[config.mk]
export PLATFORM = sky130hd
export DESIGN_NAME = apb4_multi_slave_master
export DESIGN_NICKNAME = d
export VERILOG_FILES = /design/src/rtl/apb4_types_pkg.sv /design/src/rtl/apb4_addr_decoder.sv /design/src/rtl/apb4_multi_slave_master.sv
export SDC_FILE = /design/constraint.sdc
export NUM_CORES = 1
export LEC_CHECK = 0
export CORE_AREA = 2 2 127 129
export DETAILED_ROUTE_END_ITERATION = 6
export DIE_AREA = 0 0 129 131
export PLACE_DENSITY = 0.77
export SLEW_MARGIN = 10
export SYNTH_ARGS = -nofsm -noshare
export SYNTH_HDL_FRONTEND = slang
export SYNTH_HIERARCHICAL = 1
export SYNTH_SLANG_ARGS = --single-unit
[constraint.sdc]
create_clock -name clk -period 5.7 [get_ports clk]
set_input_delay 1.71 -clock clk [delete_from_list [all_inputs] [get_ports clk]]
set_output_delay 1.71 -clock clk [all_outputs]
set_load 0.02 [all_outputs]
[src/rtl/apb4_types_pkg.sv]
// Shared types and sizing helpers for the APB4 multi-slave requester and its address decoder.
package apb4_types_pkg;

   typedef enum logic {
      APB_OP_READ_E  = 1'b0,
      APB_OP_WRITE_E = 1'b1
   } apb_op_t;

   typedef enum logic [1:0] {
      APB_OK_E      = 2'd0,
      APB_SLVERR_E  = 2'd1,
      APB_DECERR_E  = 2'd2,
      APB_TIMEOUT_E = 2'd3
   } apb_status_t;

   typedef enum logic [1:0] {
      APB_IDLE_E   = 2'd0,
      APB_SETUP_E  = 2'd1,
      APB_ACCESS_E = 2'd2,
      APB_RESP_E   = 2'd3
   } apb_fsm_t;

   typedef struct packed {
      logic [31:0] addr_width;
      logic [31:0] data_width;
      logic [31:0] nr_of_slaves;
      logic [31:0] sel_lsb;
      logic [31:0] timeout_cycles;
   } apb4_cfg_t;

   // Slave-index field width; never narrower than one bit.
   function automatic int unsigned apb_idx_width(input int unsigned n);
      return (n > 1) ? int'($clog2(n)) : 1;
   endfunction

   // Timeout counter width; one bit is kept even when the timeout is disabled.
   function automatic int unsigned apb_cnt_width(input int unsigned t);
      return (t > 0) ? int'($clog2(t + 1)) : 1;
   endfunction

endpackage

[src/rtl/apb4_addr_decoder.sv]
// Combinational slave decode: address bits from the select field upward to
// {slave index, one-hot select, decode error}.
module apb4_addr_decoder
   import apb4_types_pkg::*;
#(
   parameter int unsigned HI_WIDTH_P     = 20,
   parameter int unsigned NR_OF_SLAVES_P = 4,
   localparam int unsigned IDX_W         = apb_idx_width(NR_OF_SLAVES_P)
) (
   input  logic [HI_WIDTH_P-1:0]     addr_hi,
   output logic [IDX_W-1:0]          idx,
   output logic [NR_OF_SLAVES_P-1:0] sel,
   output logic                      decerr
);

   localparam int unsigned IDX_W1 = IDX_W + 1;
   localparam logic [IDX_W1-1:0] NR_L = IDX_W1'(NR_OF_SLAVES_P);

   logic upper_nz;

   assign idx = addr_hi[IDX_W-1:0];

   // Any set bit above the index field lies outside every slave window.
   if (HI_WIDTH_P > IDX_W) begin : g_upper
      assign upper_nz = |addr_hi[HI_WIDTH_P-1:IDX_W];
   end else begin : g_no_upper
      assign upper_nz = 1'b0;
   end

   assign decerr = upper_nz || ({1'b0, idx} >= NR_L);
   assign sel    = decerr ? '0 : (NR_OF_SLAVES_P'(1) << idx);

endmodule

[src/rtl/apb4_multi_slave_master.sv]
// APB4 requester: valid/ready command in, one APB4 transfer to a decoded slave,
// status-coded response out. All outputs are registered.
module apb4_multi_slave_master
   import apb4_types_pkg::*;
#(
   parameter int unsigned APB_ADDR_WIDTH_P   = 32,
   parameter int unsigned APB_DATA_WIDTH_P   = 32,
   parameter int unsigned APB_NR_OF_SLAVES_P = 4,
   parameter int unsigned SLAVE_SEL_LSB_P    = 12,
   parameter int unsigned TIMEOUT_CYCLES_P   = 256
) (
   input  logic                                          clk,
   input  logic                                          rst,
   input  logic                                          cmd_valid,
   output logic                                          cmd_ready,
   input  logic                                          cmd_write,
   input  logic [APB_ADDR_WIDTH_P-1:0]                   cmd_addr,
   input  logic [APB_DATA_WIDTH_P-1:0]                   cmd_wdata,
   input  logic [APB_DATA_WIDTH_P/8-1:0]                 cmd_wstrb,
   input  logic [2:0]                                    cmd_prot,
   output logic                                          rsp_valid,
   input  logic                                          rsp_ready,
   output logic [APB_DATA_WIDTH_P-1:0]                   rsp_rdata,
   output logic [1:0]                                    rsp_status,
   output logic [APB_ADDR_WIDTH_P-1:0]                   apb_paddr,
   output logic [APB_NR_OF_SLAVES_P-1:0]                 apb_psel,
   output logic                                          apb_penable,
   output logic                                          apb_pwrite,
   output logic [APB_DATA_WIDTH_P-1:0]                   apb_pwdata,
   output logic [APB_DATA_WIDTH_P/8-1:0]                 apb_pstrb,
   output logic [2:0]                                    apb_pprot,
   input  logic [APB_NR_OF_SLAVES_P*APB_DATA_WIDTH_P-1:0] apb_prdata,
   input  logic [APB_NR_OF_SLAVES_P-1:0]                 apb_pready,
   input  logic [APB_NR_OF_SLAVES_P-1:0]                 apb_pslverr
);

   localparam int unsigned AW    = APB_ADDR_WIDTH_P;
   localparam int unsigned DW    = APB_DATA_WIDTH_P;
   localparam int unsigned SW    = APB_DATA_WIDTH_P / 8;
   localparam int unsigned N     = APB_NR_OF_SLAVES_P;
   localparam int unsigned HI_W  = AW - SLAVE_SEL_LSB_P;
   localparam int unsigned IDX_W = apb_idx_width(N);
   localparam int unsigned TO_W  = apb_cnt_width(TIMEOUT_CYCLES_P);
   localparam logic [TO_W-1:0] TO_LAST =
      TO_W'((TIMEOUT_CYCLES_P > 0) ? TIMEOUT_CYCLES_P - 1 : 0);

   apb_fsm_t           state_q, state_d;
   logic [IDX_W-1:0]   idx_q, idx_d;
   logic [TO_W-1:0]    tcnt_q, tcnt_d;

   logic               cmd_ready_d;
   logic               rsp_valid_d;
   logic [DW-1:0]      rsp_rdata_d;
   apb_status_t        rsp_status_d;
   logic [AW-1:0]      paddr_d;
   logic [N-1:0]       psel_d;
   logic               penable_d;
   logic               pwrite_d;
   logic [DW-1:0]      pwdata_d;
   logic [SW-1:0]      pstrb_d;
   logic [2:0]         pprot_d;

   logic [IDX_W-1:0]   dec_idx;
   logic [N-1:0]       dec_sel;
   logic               dec_err;

   logic               sel_ready;
   logic               sel_slverr;
   logic [DW-1:0]      sel_rdata;
   logic               timeout_hit;
   apb_op_t            op;

   apb4_addr_decoder #(
      .HI_WIDTH_P     (HI_W),
      .NR_OF_SLAVES_P (N)
   ) u_addr_decoder (
      .addr_hi (cmd_addr[AW-1:SLAVE_SEL_LSB_P]),
      .idx     (dec_idx),
      .sel     (dec_sel),
      .decerr  (dec_err)
   );

   // Response signals of the addressed slave only; others are ignored.
   always_comb begin
      sel_ready  = 1'b0;
      sel_slverr = 1'b0;
      sel_rdata  = '0;
      for (int i = 0; i < int'(N); i++) begin
         if (idx_q == IDX_W'(i)) begin
            sel_ready  = apb_pready[i];
            sel_slverr = apb_pslverr[i];
            sel_rdata  = apb_prdata[i*DW +: DW];
         end
      end
   end

   assign timeout_hit = (TIMEOUT_CYCLES_P != 0) && (tcnt_q == TO_LAST);
   assign op          = apb_op_t'(cmd_write);

   always_comb begin
      state_d      = state_q;
      idx_d        = idx_q;
      tcnt_d       = tcnt_q;
      cmd_ready_d  = cmd_ready;
      rsp_valid_d  = rsp_valid;
      rsp_rdata_d  = rsp_rdata;
      rsp_status_d = apb_status_t'(rsp_status);
      paddr_d      = apb_paddr;
      psel_d       = apb_psel;
      penable_d    = apb_penable;
      pwrite_d     = apb_pwrite;
      pwdata_d     = apb_pwdata;
      pstrb_d      = apb_pstrb;
      pprot_d      = apb_pprot;

      case (state_q)
         APB_IDLE_E: begin
            cmd_ready_d = 1'b1;
            if (cmd_valid) begin
               cmd_ready_d = 1'b0;
               tcnt_d      = '0;
               idx_d       = dec_idx;
               paddr_d     = cmd_addr;
               pwrite_d    = (op == APB_OP_WRITE_E);
               pwdata_d    = cmd_wdata;
               pstrb_d     = (op == APB_OP_WRITE_E) ? cmd_wstrb : '0;
               pprot_d     = cmd_prot;
               if (dec_err) begin
                  state_d      = APB_RESP_E;
                  rsp_valid_d  = 1'b1;
                  rsp_rdata_d  = '0;
                  rsp_status_d = APB_DECERR_E;
               end else begin
                  state_d = APB_SETUP_E;
                  psel_d  = dec_sel;
               end
            end
         end

         APB_SETUP_E: begin
            penable_d = 1'b1;
            state_d   = APB_ACCESS_E;
         end

         APB_ACCESS_E: begin
            // A PREADY in the final allowed cycle beats the timeout.
            if (sel_ready) begin
               state_d      = APB_RESP_E;
               psel_d       = '0;
               penable_d    = 1'b0;
               rsp_valid_d  = 1'b1;
               rsp_rdata_d  = apb_pwrite ? '0 : sel_rdata;
               rsp_status_d = sel_slverr ? APB_SLVERR_E : APB_OK_E;
            end else if (timeout_hit) begin
               state_d      = APB_RESP_E;
               psel_d       = '0;
               penable_d    = 1'b0;
               rsp_valid_d  = 1'b1;
               rsp_rdata_d  = '0;
               rsp_status_d = APB_TIMEOUT_E;
            end else if (TIMEOUT_CYCLES_P != 0) begin
               tcnt_d = tcnt_q + TO_W'(1);
            end
         end

         APB_RESP_E: begin
            if (rsp_ready) begin
               state_d     = APB_IDLE_E;
               rsp_valid_d = 1'b0;
               cmd_ready_d = 1'b1;
               tcnt_d      = '0;
            end
         end

         default: begin
            state_d = APB_IDLE_E;
         end
      endcase
   end

   always_ff @(posedge clk) begin
      if (rst) begin
         state_q     <= APB_IDLE_E;
         idx_q       <= '0;
         tcnt_q      <= '0;
         cmd_ready   <= 1'b1;
         rsp_valid   <= 1'b0;
         rsp_rdata   <= '0;
         rsp_status  <= 2'b00;
         apb_paddr   <= '0;
         apb_psel    <= '0;
         apb_penable <= 1'b0;
         apb_pwrite  <= 1'b0;
         apb_pwdata  <= '0;
         apb_pstrb   <= '0;
         apb_pprot   <= 3'b000;
      end else begin
         state_q     <= state_d;
         idx_q       <= idx_d;
         tcnt_q      <= tcnt_d;
         cmd_ready   <= cmd_ready_d;
         rsp_valid   <= rsp_valid_d;
         rsp_rdata   <= rsp_rdata_d;
         rsp_status  <= rsp_status_d;
         apb_paddr   <= paddr_d;
         apb_psel    <= psel_d;
         apb_penable <= penable_d;
         apb_pwrite  <= pwrite_d;
         apb_pwdata  <= pwdata_d;
         apb_pstrb   <= pstrb_d;
         apb_pprot   <= pprot_d;
      end
   end

endmodule

Word-level counts from Yosys, hierarchy flattened

Index checks and enable logic that the tools add are counted.

Add/subtract/negate cells: 1
Eq/ne operators: 14
Shift operators: 1
Multiplexer cells: 52
Reductions and logical operators: 15

Operators by type and width:

| kind                                                              | number |
|---|---|
| 32-bit 2-to-1 mux                                                 | 9 |
| 32-bit case mux with 2 select lines                               | 1 |
| 9-bit 2-to-1 mux                                                  | 4 |
| 9-bit case mux with 3 select lines                                | 1 |
| 4-bit 2-to-1 mux                                                  | 5 |
| 1-bit 2-to-1 mux                                                  | 18 |
| 18-bit OR reduction                                               | 1 |
| 2-bit 2-to-1 mux                                                  | 8 |
| 2-bit inequality test, second input constant                      | 6 |
| 5-bit AND reduction                                               | 2 |
| 9-bit by 1-bit adder with 9-bit output, second input constant     | 1 |
| 9-bit by 8-bit == test with 1-bit output, second input constant   | 1 |
| 2-bit == test, second input constant                              | 4 |
| 2-bit case mux with 4 select lines                                | 1 |
| 4-bit case mux with 2 select lines                                | 1 |
| 4-bit AND reduction                                               | 2 |
| 2-bit AND reduction                                               | 3 |
| 2-bit nonzero test                                                | 3 |
| 2-bit by 1-bit == test with 1-bit output, second input constant   | 2 |
| 2-bit logical NOT                                                 | 2 |
| 1-bit case mux with 2 select lines                                | 2 |
| 2-bit case mux with 2 select lines                                | 1 |
| 1-bit by 2-bit << shifter with 4-bit output, first input constant | 1 |
| 3-bit inequality test, second input constant                      | 1 |
| other kinds (3)                                                   | 3 |

Bits in registers: 126
Input bits: 212
Output and inout bits: 113
Word-level logic and storage cells: 97

Logic depth before layout (Yosys ltp)

Word-level depth: 8
Mapped depth: 10
Mapped depth without buffers: 8

Hierarchy

Netlist, hierarchy kept.

By module, submodules not included:

| module                  | times used | cells each | area an instance (µm²) | seq. area each (µm²) |
|---|---|---|---|---|
| apb4_multi_slave_master | 1          | 633        | 5609.1                 | 2522.4 |
| apb4_addr_decoder       | 1          | 16         | 116.4                  | 0.0 |

Least setup slack after synthesis

Ideal clock, no wire load.

Path type: in2reg
Start point: input port cmd_addr[21]
End point: register rsp_rdata[17]
Setup time: 0.071 ns
Arrival time: 3.375 ns
Data required time: 5.629 ns
Setup slack: 2.254 ns
Stages on the path: 8
Path buffers: 1
Path through: nor4_2 -> nand3_2 -> or2_1 -> and3_1 -> or2_2 -> clkbuf_1 -> a21oi_1 -> o2bb2ai_1

Longest elaborated chain between the ends: 3

RTL lines:

| what                                   | line                           | source |
|---|---|---|
| start: declaration                     | apb4_multi_slave_master.sv:17  | `input logic [APB_ADDR_WIDTH_P-1:0] cmd_addr,` |
| 18-bit OR reduction                    | apb4_addr_decoder.sv:25        | `assign upper_nz = \|addr_hi[HI_WIDTH_P-1:IDX_W];` |
| net dec_err                            | apb4_multi_slave_master.sv:65  | `logic dec_err;` |
| 2-bit inequality test (no source line) | -                              |  |
| 4-bit AND reduction (no source line)   | -                              |  |
| end signal: assignment                 | apb4_multi_slave_master.sv:203 | `rsp_rdata <= rsp_rdata_d;` |
| end: declaration                       | apb4_multi_slave_master.sv:23  | `output logic [APB_DATA_WIDTH_P-1:0] rsp_rdata,` |

The timed path passes the listed nets, and every way through them passes these cells.
A chain may end at the register's enable or synchronous reset.

Worst setup path in the final report

Start point: input port cmd_addr[27]
End point: register rsp_rdata[20]

Same word-level chain as after synthesis.

==> summary.txt <==
CTS
  • Clock sink count: between 100 and 150
  • Cts bufs inserted: 17
  • Hold-fix buffers, CTS: 0
  • Clock Pin Slew Worst Setup and Hold Paths: approximately 0.06 ns
  • Post CTS Setup Buffer Count: 0
  • Root buf cell: clkbuf_16
  • Clk_lat worst skew: between 0.4 and 0.5 ns
  • CTS tree: done
  • CTS resizes: 0
  • # H-tree levels: 4
  • Clk buf depth: 2

Timing
  • Worst-Margin Slew: 1.05 ns
  • Setup TNS: 0 ns
  • Final setup viols: 0
  • Fmax: between 0.2 and 0.3 GHz
  • Final hold vios: 0
  • Setup WS post-layout: 1.94 ns
  • Fin crit share: between 60% and 70%
  • Slew HR: ~30%
  • Final Critical Period: 3.76 ns
  • Clock skew: slightly below 0.008 ns
  • Max Slew Vio Count: 0
  • Unrepaired setup endpoints after global routing: no

Die
  • Starting Density: 36.7%
  • Ports: around 330
  • Core area: about 16000 um2
  • DIE AREA: between 15000 and 20000 um2
  • Die Y: 131 um
  • Row count: between 40 and 50
  • Chip width: around 130 um

Pwr
  • Flop pwr share: 29.5%
  • Max VDD drop: between 0.2 and 0.25 mV
  • Combinational power share: 36.5%
  • PD cells: around 380 nW/um2
  • Internal power: 2430 uW
  • Clock power frac: between 30 and 40%
  • Switch share: between 30% and 40%
  • P_leak: around 0.0034 uW
  • P_sw: roughly 1200 uW

Drt
  • DR top layer: met4
  • DR WL met3: between 1500 and 2000 um
  • Final ANT Viol Nets: 0
  • Initial DRC count: ~280
  • Remaining DRCs: 0
  • Routed WL: between 20000 and 25000 um
  • M1 WL: 7810 um
  • WL per Instance: ~17 um
  • Drt first pass iters: 4
  • Metal2 WL: around 10000 um
  • Vias: between 5000 and 6000
  • Avg Vias per Cell: 5.06

Placement
  • Placer Congestion: approximately 0.83
  • IO buf count: 324
  • Pre-CTS setup slack: 1.56 ns
  • Hpwl dp: around 15000 um

Layout
  • Area delta synth->final: 70.8%
  • Multi-input logic area: 2950 um2
  • Layout fillers: ~1300
  • Antenna Cells: 0
  • Final #Nets: around 1200
  • Share of layout cells above drive strength 1: 9.37%
  • Register Area: around 2500 um2

Flow run
  • MaxCap Viol Count: 0

Global route
  • Aggregate global-route resource usage: 22.9%
  • Initial antenna violation count: 0
  • First-pass GRT wire length: between 20000 and 30000 um
  • Grt ovf: 0
  • Largest net degree at the start of global routing: 73
  • Vias in the first global route: about 5700

Min path
  • Hold_sp: apb_pstrb[2]$_SDFFE_PP0P_
  • Worst Hold Depth: 2
  • HP Class: flip-flop to flip-flop
  • Hold Path Sink: apb_pstrb[2]$_SDFFE_PP0P_

Yosys
  • Post-synth net total: 868
  • Synth top cells by count: nand2_1 (156), dfxtp_1 (126), a21oi_1 (83)
  • Top-area cell type share of the netlist area: 44.1%
  • EDFF count, synth: 0
  • Synth warn: 6
  • Ys async rst share: 0%
  • Number of synthesized register bits: around 130
  • Area leader, netlist: dfxtp_1
  • Seq/Total Area, Yosys: between 40% and 50%
  • Netlist cell types: 47
  • Synth Area per Inst: 8.82 um2
  • Top post-synthesis cells by area: dfxtp_1 (44%), mux4_2 (13%), nand2_1 (10%)
  • Mapped cell area: roughly 5700 um2
  • Count leader, synth: nand2_1
  • Cell count after synthesis: 649
  • Synth Flop Type: dfxtp_1

Setup path
  • Required time of the critical path: around 6 ns
  • Startpoint Class: input port
  • Nature of the critical path endpoint: flip-flop
  • R2R Path End: tcnt_q[8]$_SDFFE_PP0P_
  • R2r startpoint: idx_q[0]$_SDFFE_PP0P_
  • Crit-path max FO: 6
  • R2r setup slk: about 2.8 ns
  • Worst EP arrival: 4.10 ns
  • Reg2Reg Depth: 5
  • Worst Setup SP: cmd_addr[27]
  • Crit Path Category: input port to flip-flop

Outcome
  • Outcome: completed
## critical path, stage by stage
cell             delay, ns
clkdlybuf4s50_1       0.43
nor4_1                0.39
nand2_1               0.19
or2_1                 0.32
and3_1                0.23
or2_2                 0.34
a21oi_1               0.33
o2bb2ai_1             0.15
## layer usage
metal  vias to the layer above  GRT usage [%]
li1                       2898              -
met1                      2776           26.0
met2                       254           39.0
met3                        28           8.88
met4                         0           9.27
met5                         -              0
## metrics by stage
stage	total power, uW	cell area, um2	hold slack [ns]	utilization (%)	std cells
6_report	3670	9780	0.450	62.7	1177
5_1_grt	3870	9780	0.468	62.7	1177
4_1_cts	3700	9780	0.451	62.7	1176
3_5_place_dp	2440	9100	0.443	58.3	1144
3_3_place_gp	2420	9100	0.437	58.3	1144
2_1_floorplan	1880	5730	0.438	-	649
## cell type report
| class | count | share of cell area (%) |
|---|---|---|
| Clock buffer | 19 | 4.53 |
| Tap cell | 216 | 2.76 |
| Clock inverter | 13 | 2.42 |
| Timing Repair Buffer | 334 | 33.8 |
| Sequential cell | 126 | 25.8 |
| Multi-Input combinational cell | 455 | 30.1 |
| Inverter | 14 | 0.537 |
## cell families after synthesis
family / count (synthesis) / synth area share, %
AND/OR/NAND/NOR: 269 / 21.3
flip-flops: 126 / 44.1
multiplexers: 40 / 14.4
adder cells (fa/ha/maj): 7 / 1.53
AO/OA/AOI/OAI: 139 / 13.8
buffers and inverters: 68 / 4.90
## placed cells by master (no fill, tap or decap), types with 7 or more instances in the layout
cell	synthesis	routed
a21oi_1	83	83
buf_4	2	9
clkbuf_16	0	17
clkdlybuf4s50_1	0	323
dfxtp_1	126	125
ha_1	7	7
inv_1	14	14
mux4_2	34	34
nand2_1	156	155
nand3_1	66	66
nor2_1	8	8
nor4_1	9	9
o21ai_0	29	29
## registers in the layout (all words and copies together) (netlist names), 2 cells and up
name / flops
rsp_rdata: 32
apb_paddr: 32
idx_q: 2
tcnt_q: 9
apb_pstrb: 4
state_q: 2
apb_pprot: 3
rsp_status: 2
apb_psel: 4
apb_pwdata: 32
## power by group through the flow
stage / Clock [uW] / Sequential, uW / Combinational, uW
global placement: 0 / 1090 / 1330
floorplan: 0 / 1230 / 651
detailed placement: 0 / 1100 / 1340
global route: 1320 / 1100 / 1450
finish: 1250 / 1080 / 1340
CTS: 1270 / 1080 / 1350
## worst max path at each step
stage	end	slack, ns	depth (start not counted)
after floorplan	rsp_rdata[17]$_SDFFE_PP0P_	2.25	8
after global routing	rsp_rdata[19]$_SDFFE_PP0P_	1.84	8
after detailed placement	rsp_rdata[20]$_SDFFE_PP0P_	1.56	8
after global placement	rsp_rdata[17]$_SDFFE_PP0P_	1.55	8
after CTS	rsp_rdata[20]$_SDFFE_PP0P_	1.98	8
final	rsp_rdata[20]$_SDFFE_PP0P_	1.94	8
Note: power is estimated with default switching activity, not from simulation.
